File: src/rtl/dynamic_sum_serializer.sv
// Serialises one adjusted_sum word, LSB first, with a frame length of 9, 10 or 11 bits set by the size code.
// Optional macro SER_PARITY_EN appends one even-parity beat to every frame.
module dynamic_sum_serializer #(
  parameter int unsigned SUM_W = 11,
  parameter int unsigned CNT_W = 4
) (
  input  logic             clk_i,
  input  logic             rst_i,
  input  logic             in_valid_i,
  output logic             in_ready_o,
  input  logic [SUM_W-1:0] sum_i,
  input  logic [1:0]       size_i,
  output logic             ser_out_o,
  output logic             ser_valid_o,
  output logic             ser_last_o,
  input  logic             ser_ready_i,
  output logic             busy_o
);

  typedef enum logic {S_IDLE, S_SHIFT} state_e;

  state_e           state_q;
  logic [SUM_W-2:0] shreg_q;
  logic [CNT_W-1:0] cnt_q;
  logic             ser_out_q;
  logic             ser_valid_q;
  logic             ser_last_q;
  logic             busy_q;
  logic             in_ready_q;

  logic [CNT_W-1:0] nbits_d;
  logic [CNT_W-1:0] frame_d;
  logic [SUM_W-1:0] mask_d;
  logic [SUM_W-1:0] cap_d;
  logic             next_bit_d;

`ifdef SER_PARITY_EN
  logic             par_q;
`endif

  // Capture path: frame width from the size code, upper bits masked off.
  always_comb begin
    nbits_d = CNT_W'(11);
    if (size_i == 2'b00)      nbits_d = CNT_W'(9);
    else if (size_i == 2'b01) nbits_d = CNT_W'(10);
`ifdef SER_PARITY_EN
    frame_d = nbits_d + CNT_W'(1);
`else
    frame_d = nbits_d;
`endif
    mask_d = '0;
    for (int i = 0; i < int'(SUM_W); i++) begin
      mask_d[i] = (i < int'(nbits_d));
    end
    cap_d = sum_i & mask_d;
  end

  // Bit presented after the current beat; the parity beat follows the last data bit.
  always_comb begin
`ifdef SER_PARITY_EN
    next_bit_d = (cnt_q == CNT_W'(2)) ? par_q : shreg_q[0];
`else
    next_bit_d = shreg_q[0];
`endif
  end

  always_ff @(posedge clk_i or posedge rst_i) begin
    if (rst_i) begin
      state_q     <= S_IDLE;
      shreg_q     <= '0;
      cnt_q       <= '0;
      ser_out_q   <= 1'b0;
      ser_valid_q <= 1'b0;
      ser_last_q  <= 1'b0;
      busy_q      <= 1'b0;
      in_ready_q  <= 1'b1;
`ifdef SER_PARITY_EN
      par_q       <= 1'b0;
`endif
    end else begin
      case (state_q)
        S_IDLE: begin
          if (in_valid_i) begin
            // Bit 0 goes straight to the output register; the rest wait in shreg_q.
            state_q     <= S_SHIFT;
            shreg_q     <= cap_d[SUM_W-1:1];
            cnt_q       <= frame_d;
            ser_out_q   <= cap_d[0];
            ser_valid_q <= 1'b1;
            ser_last_q  <= 1'b0;
            busy_q      <= 1'b1;
            in_ready_q  <= 1'b0;
`ifdef SER_PARITY_EN
            par_q       <= ^cap_d;
`endif
          end
        end
        S_SHIFT: begin
          if (ser_ready_i) begin
            shreg_q <= shreg_q >> 1;
            cnt_q   <= cnt_q - CNT_W'(1);
            if (cnt_q == CNT_W'(1)) begin
              state_q     <= S_IDLE;
              ser_out_q   <= 1'b0;
              ser_valid_q <= 1'b0;
              ser_last_q  <= 1'b0;
              busy_q      <= 1'b0;
              in_ready_q  <= 1'b1;
            end else begin
              ser_out_q  <= next_bit_d;
              ser_last_q <= (cnt_q == CNT_W'(2));
            end
          end
        end
        default: state_q <= S_IDLE;
      endcase
    end
  end

  assign in_ready_o  = in_ready_q;
  assign ser_out_o   = ser_out_q;
  assign ser_valid_o = ser_valid_q;
  assign ser_last_o  = ser_last_q;
  assign busy_o      = busy_q;

endmodule

File: config.mk
export PLATFORM = sky130hd
export DESIGN_NAME = dynamic_sum_serializer
export DESIGN_NICKNAME = d
export VERILOG_FILES = /design/src/rtl/dynamic_sum_serializer.sv
export SDC_FILE = /design/constraint.sdc
export NUM_CORES = 1
export LEC_CHECK = 0
export ABC_AREA = 0
export ABC_CLOCK_PERIOD_IN_PS = 1400
export CORE_UTILIZATION = 43
export DETAILED_ROUTE_END_ITERATION = 16
export HOLD_SLACK_MARGIN = 0.15
export PLACE_DENSITY = 0.73
export SYNTH_ARGS = -nofsm -noshare
export SYNTH_HDL_FRONTEND = slang
export SYNTH_SLANG_ARGS = --single-unit
File: constraint.sdc
create_clock -name clk_i -period 1.4 [get_ports clk_i]
set_clock_uncertainty 0.15 [all_clocks]
set_input_delay 0.28 -clock clk_i [delete_from_list [all_inputs] [get_ports clk_i]]
set_output_delay 0.28 -clock clk_i [all_outputs]
set_load 0.02 [all_outputs]
==> results.sh, run 1 <==
export IMPL_mostFrequentLayoutCells="18 x dfrtp_1, 15 x clkdlybuf4s50_1, 13 x buf_4"
export IMPL_grt_pass1_wl_mm=3.360
export IMPL_crit_end="cnt_q[3]"
export IMPL_fp_row_count=16
export IMPL_post_route_period_util_pct=106.7
export IMPL_path_buf_inv=0
export IMPL_fill_cells=164
export IMPL_r2r_end="cnt_q[3]"
export IMPL_wirelength_mm=2.036
export IMPL_core_um2=2002
export IMPL_htreeDepth=1
export IMPL_syn_cell_area_um2=935.9
export IMPL_grt_max_degree=20
export IMPL_clkTransAtPathRegs_ns=0.11
export IMPL_cts_sinks=19
export IMPL_synth_seq_area_share_pct=50.94
export IMPL_synth_seq_cells=19
export IMPL_hpwl_mm=1.538
export IMPL_drtIter0Drc=19
export IMPL_arrival_ns=1.53
export IMPL_vias=807
export IMPL_place_congestion=0.8618
export IMPL_layout_nets=149
export IMPL_finalInstanceArea_um2=1370
export IMPL_numCtsBuffers=3
export IMPL_min_path_cells=3
export IMPL_avgRoutedWirePerCell_um=13.14
export IMPL_cp_depth=3
export IMPL_rsz0062_at_grt="yes"
export IMPL_ios=22
export IMPL_cp_max_fo=2
export IMPL_antenna_found_initial=0
export IMPL_placed_area_um2=1287
export IMPL_cpMaxStageDelayCell="dfrtp_1"
export IMPL_synth_cell_types=28
export IMPL_whs_ns=0.2845
export IMPL_required_ns=1.43
export IMPL_drc=0
export IMPL_die_width_um=48.66
export IMPL_min_path_type="in2reg"
export IMPL_worstMarginPinSlew_ns=0.2585
export IMPL_setup_viol=1
export IMPL_yosysWarnings=0
export IMPL_grt_pass1_vias=779
export IMPL_r2r_cells=3
export IMPL_finalSetupTns_ns=-0.09346
export IMPL_startpoint="cnt_q[1]"
export IMPL_critical_path_class="reg2reg"
export IMPL_vdd_drop_max_mv=1.060
export IMPL_grt_usage_pct=18.35
export IMPL_final_antenna_net_count=0
export IMPL_fin_ws_ns=-0.09346
export IMPL_hold_viol_final=0
export IMPL_rrSetupSlack_ns=-0.09
export IMPL_slew_headroom_pct=82.74
export IMPL_violations="negative setup slack"
export IMPL_min_period_ns=1.493
export IMPL_status="finished, violations left"
export IMPL_start_util_pct=46.75
export IMPL_start_kind="flop"
export IMPL_insertion_delay_ns=0.30
export IMPL_critPathMaxStageDelay_ns=0.39
export IMPL_crit_path_end_kind="flop"
export IMPL_postSynthAreaPerCell_um2=10.40
export IMPL_crit_path_cell_trace="or3_1 > o21ai_1 > or3b_1"
export IMPL_drive_gt1_share_pct=29.69
export IMPL_maxCapViolations=0
export IMPL_portBuffers=21
export IMPL_die_h_um=48.66
export IMPL_power_density_nw_per_um2=1691
export IMPL_synthCells=90
export IMPL_r2r_start="cnt_q[1]"
export IMPL_slew_viol_final=0
export IMPL_viasPerCell=5.206
export IMPL_drt_pass1_iter_count=4
export IMPL_max_clock_path_buffers=2
export IMPL_cts_tree="yes"
export IMPL_crit_family="simple AND/OR/NAND/NOR gates"
export IMPL_area_growth_pct=46.39
export IMPL_fmax_mhz=669.6
export IMPL_final_common_cell="dfrtp_1"
export IMPL_diodes=0
export IMPL_cts_root_buf="clkbuf_4"
export IMPL_overflow=0
export IMPL_die_area_um2=2367
export IMPL_p_leak_uw=0.0006709
export IMPL_synth_nets=110
-- per-stage QoR --
stage	instances	setup slack [ns]	util [%]	power, µW
2_1_floorplan	90	-0.05714	-	1524
3_5_place_dp	148	-0.3058	64.31	1975
5_1_grt	155	-0.1451	68.44	2472
3_3_place_gp	148	-0.2785	64.31	1912
4_1_cts	154	-0.09581	66.88	2258
6_report	155	-0.09346	68.44	2317
-- state kept, by name, summed over array words and instances, names as in the netlist --
register / flops
busy_o: 1
cnt_q: 4
in_ready_o: 1
ser_last_o: 1
ser_out_o: 1
shreg_q: 10
state_q: 1
-- synth_stat cells --
library cell | n | share of area, %
nand4b_1 | 1 | 0.94
a21boi_0 | 1 | 0.80
a21o_1 | 1 | 0.80
inv_1 | 4 | 1.6
and4_1 | 1 | 0.94
a32o_1 | 1 | 1.1
nor2_1 | 6 | 2.4
nor2b_1 | 1 | 0.67
dfrtp_1 | 18 | 48
buf_4 | 2 | 1.6
a21oi_1 | 3 | 1.6
nor3_1 | 1 | 0.53
nand2b_1 | 2 | 1.3
o21ba_2 | 1 | 1.1
buf_2 | 3 | 1.6
nand3_1 | 3 | 1.6
o21ai_1 | 1 | 0.53
dfstp_2 | 1 | 2.8
o31a_1 | 1 | 0.94
a221oi_1 | 1 | 0.94
mux2i_1 | 8 | 8.6
ha_1 | 3 | 4.0
a221o_1 | 1 | 1.1
o21ai_0 | 12 | 6.4
or3_1 | 1 | 0.67
nand2_1 | 10 | 4.0
mux2i_4 | 1 | 2.4
or3b_1 | 1 | 0.94
-- power by group --
part / switching, µW / internal (µW)
Clock: 174 / 106
Combinational: 535 / 575
Sequential: 141 / 785
Total: 850 / 1470
-- tightest hold or removal path, delay by kind of cell --
family / cells / cell delay, ns
buffers and inverters: 1 / 0.22
and+or+nand+nor: 2 / 0.19
-- repair_timing --
action | in CTS | in global routing
pin swaps | 1 | 2
setup endpoints to repair | 11 | 18
resized for setup | 24 | 16
gates cloned | 0 | 0
endpoints found under the hold margin | 11 | 0
hold buffers | 1 | 0
buffers inserted | 1 | 1
-- final cells by class --
type | count | area (µm²) | share of cell area, %
inverters | 4 | 17.52 | 1.279
repair buffers | 39 | 364.1 | 26.58
clock inverters | 1 | 5.005 | 0.3653
flip-flops and latches | 19 | 476.7 | 34.79
multi-input cells | 62 | 450.4 | 32.88
clock buffers | 3 | 22.52 | 1.644
well taps | 27 | 33.78 | 2.466
-- per-layer routing --
metal / up-vias / track usage (%) / share of wire [%]
met1: 400 / 22.13 / 44
met2: 15 / 32.87 / 53
met4: 0 / 5.882 / 0.49
met3: 2 / 3.145 / 2.8
li1: 390 / - / -
met5: - / 0 / 0
-- kinds of logic (layout without fill, tap and decap cells) --
kind of cell | Yosys count | after routing | share of synthesized area (%)
DFF | 19 | 19 | 50.94
AOI/OAI and AO/OA | 23 | 23 | 15.24
adders and majority gates | 3 | 3 | 4.011
muxes | 9 | 9 | 10.96
buffers and inverters | 9 | 47 | 4.811
and+or+nand+nor | 27 | 27 | 14.04
-- how the worst min path moves through the flow --
stage	startpoint	to	slack, ns
floorplan	rst_i	busy_o	0.08
global placement	ser_last_o	ser_last_o	0.31
detailed placement	shreg_q[7]	shreg_q[7]	0.32
CTS	shreg_q[7]	shreg_q[7]	0.35
global route	in_valid_i	state_q	0.30
finish	in_valid_i	state_q	0.28
Note: power is estimated with default switching activity, not from simulation.
==> run 2: changes to the inputs <==
CAP_MARGIN = 20   (was unset)
==> results of run 2 <==
The final DEF is identical to that of run 1; final timing and power are the same.
==> run 3: changes to the inputs <==
CORE_UTILIZATION = 45   (was 43)
CTS_BUF_LIST = sky130_fd_sc_hd__clkbuf_4 sky130_fd_sc_hd__clkbuf_8   (was unset)
CTS_CLUSTER_SIZE = 14   (was unset)
PLACE_DENSITY = 0.76   (was 0.73)
==> results.sh, run 3 (synthesis results as in run 1) <==
export IMPL_status="finished, violations left"
export IMPL_violations="negative setup slack"
export IMPL_hold_viol_final=0
export IMPL_required_ns=1.44
export IMPL_portBuffers=21
export IMPL_final_common_cell="dfrtp_1"
export IMPL_area_growth_pct=54.28
export IMPL_largest_reg_flops=10
export IMPL_place_congestion=0.8019
export IMPL_max_clock_path_buffers=2
export IMPL_antenna_found_initial=0
export IMPL_die_area_um2=2266
export IMPL_startpoint="cnt_q[1]"
export IMPL_grt_pass1_wl_mm=3.070
export IMPL_drtIter0Drc=10
export IMPL_diodes=0
export IMPL_regMostFlops="shreg_q"
export IMPL_die_h_um=47.61
export IMPL_wirelength_mm=2.373
export IMPL_start_kind="flop"
export IMPL_htreeDepth=1
export IMPL_min_period_ns=1.567
export IMPL_slew_headroom_pct=84.63
export IMPL_slew_viol_final=0
export IMPL_maxCapViolations=0
export IMPL_grt_pass1_vias=745
export IMPL_grt_max_degree=20
export IMPL_insertion_delay_ns=0.31
export IMPL_holdPathEnd="ser_last_o"
export IMPL_post_route_period_util_pct=111.9
export IMPL_numCtsBuffers=3
export IMPL_vias=829
export IMPL_rrSetupSlack_ns=-0.17
export IMPL_placed_area_um2=1280
export IMPL_r2r_start="cnt_q[1]"
export IMPL_min_path_type="reg2reg"
export IMPL_p_leak_uw=0.0006856
export IMPL_cts_tree="yes"
export IMPL_core_um2=1962
export IMPL_fmax_mhz=638.1
export IMPL_viasPerCell=5.314
export IMPL_grt_usage_pct=20.11
export IMPL_top_regs="shreg_q: 10 flops, cnt_q: 4 flops"
export IMPL_avgRoutedWirePerCell_um=15.21
export IMPL_critical_path_class="reg2reg"
export IMPL_worstMarginPinSlew_ns=0.2258
export IMPL_layout_nets=150
export IMPL_utilization_pct=73.60
export IMPL_fin_cells=156
export IMPL_arrival_ns=1.61
export IMPL_rsz0062_at_grt="yes"
export IMPL_power_density_nw_per_um2=1753
export IMPL_clkTransAtPathRegs_ns=0.12
export IMPL_vdd_drop_max_mv=1.060
export IMPL_ios=22
export IMPL_whs_ns=0.3716
export IMPL_drc=0
export IMPL_final_antenna_net_count=0
export IMPL_r2r_end="cnt_q[3]"
export IMPL_min_path_cells=2
export IMPL_drt_pass1_iter_count=4
export IMPL_cts_root_buf="clkbuf_4"
export IMPL_fp_row_count=16
export IMPL_dp_cells=147
export IMPL_setup_viol=13
export IMPL_cp_max_fo=2
export IMPL_mostFrequentLayoutCells="18 x dfrtp_1, 16 x clkdlybuf4s50_1, 10 x o21ai_1"
export IMPL_finalInstanceArea_um2=1444
export IMPL_r2r_cells=3
export IMPL_drive_gt1_share_pct=38.76
export IMPL_crit_path_end_kind="flop"
export IMPL_start_util_pct=47.70
export IMPL_hp_start="ser_last_o"
export IMPL_cts_sinks=19
export IMPL_die_width_um=47.61
export IMPL_overflow=0
export IMPL_pre_cts_ws_ns=-0.3107
export IMPL_hpwl_mm=1.397
export IMPL_fin_ws_ns=-0.1671
-- run 3: report_power, final --
| group | total, µW | internal, µW | switching (µW) |
|---|---|---|---|
| combinational | 1260 | 655 | 609 |
| sequential | 974 | 786 | 188 |
| clock | 293 | 109 | 184 |
| total | 2530 | 1550 | 982 |
-- run 3: worst max-delay path by stage --
stage | endpoint | slack (ns) | cells past startpoint
floorplan | cnt_q[3] | -0.06 | 3
detailed placement | cnt_q[1] | -0.31 | 4
global route | cnt_q[3] | -0.22 | 3
finish | cnt_q[3] | -0.17 | 3
global placement | cnt_q[1] | -0.29 | 4
CTS | cnt_q[3] | -0.11 | 3
-- run 3: cell type report --
cell class | instances | area (µm²)
clock buffers | 3 | 22.52
clock inverters | 1 | 7.507
fillers | 149 | 518.0
inverters | 4 | 15.01
multi-input cells | 62 | 493.0
flip-flops and latches | 19 | 476.7
well taps | 27 | 33.78
repair buffers | 40 | 395.4
-- run 3: stage by stage --
stage                TNS, ns  total power [µW]
finish               -0.3691              2532
global route          -1.008              2695
floorplan           -0.05714              1524
detailed placement    -4.538              1930
CTS                  -0.1485              2210
global placement      -4.144              1884
-- run 3: layer usage --
layer	part of all wire, %	global-route usage, %	up-vias
li1	-	-	392
met1	40	23.64	402
met2	53	34.52	31
met3	5.0	6.792	4
met4	1.8	6.667	0
met5	0	0	-
-- run 3: what timing repair did --
item / CTS / global route
pin swaps: 0 / 9
hold endpoints to repair: 18 / 0
gates resized for setup: 22 / 41
buffers inserted: 0 / 2
endpoints found under the setup margin: 10 / 20
cloned: 0 / 2
hold buffers: 1 / 0
-- run 3: worst max-delay path, cell delays in order (launching register included) --
cell and delay (ns):
dfrtp_1 0.41, or3_1 0.40, o21ai_1 0.14, or3b_1 0.35
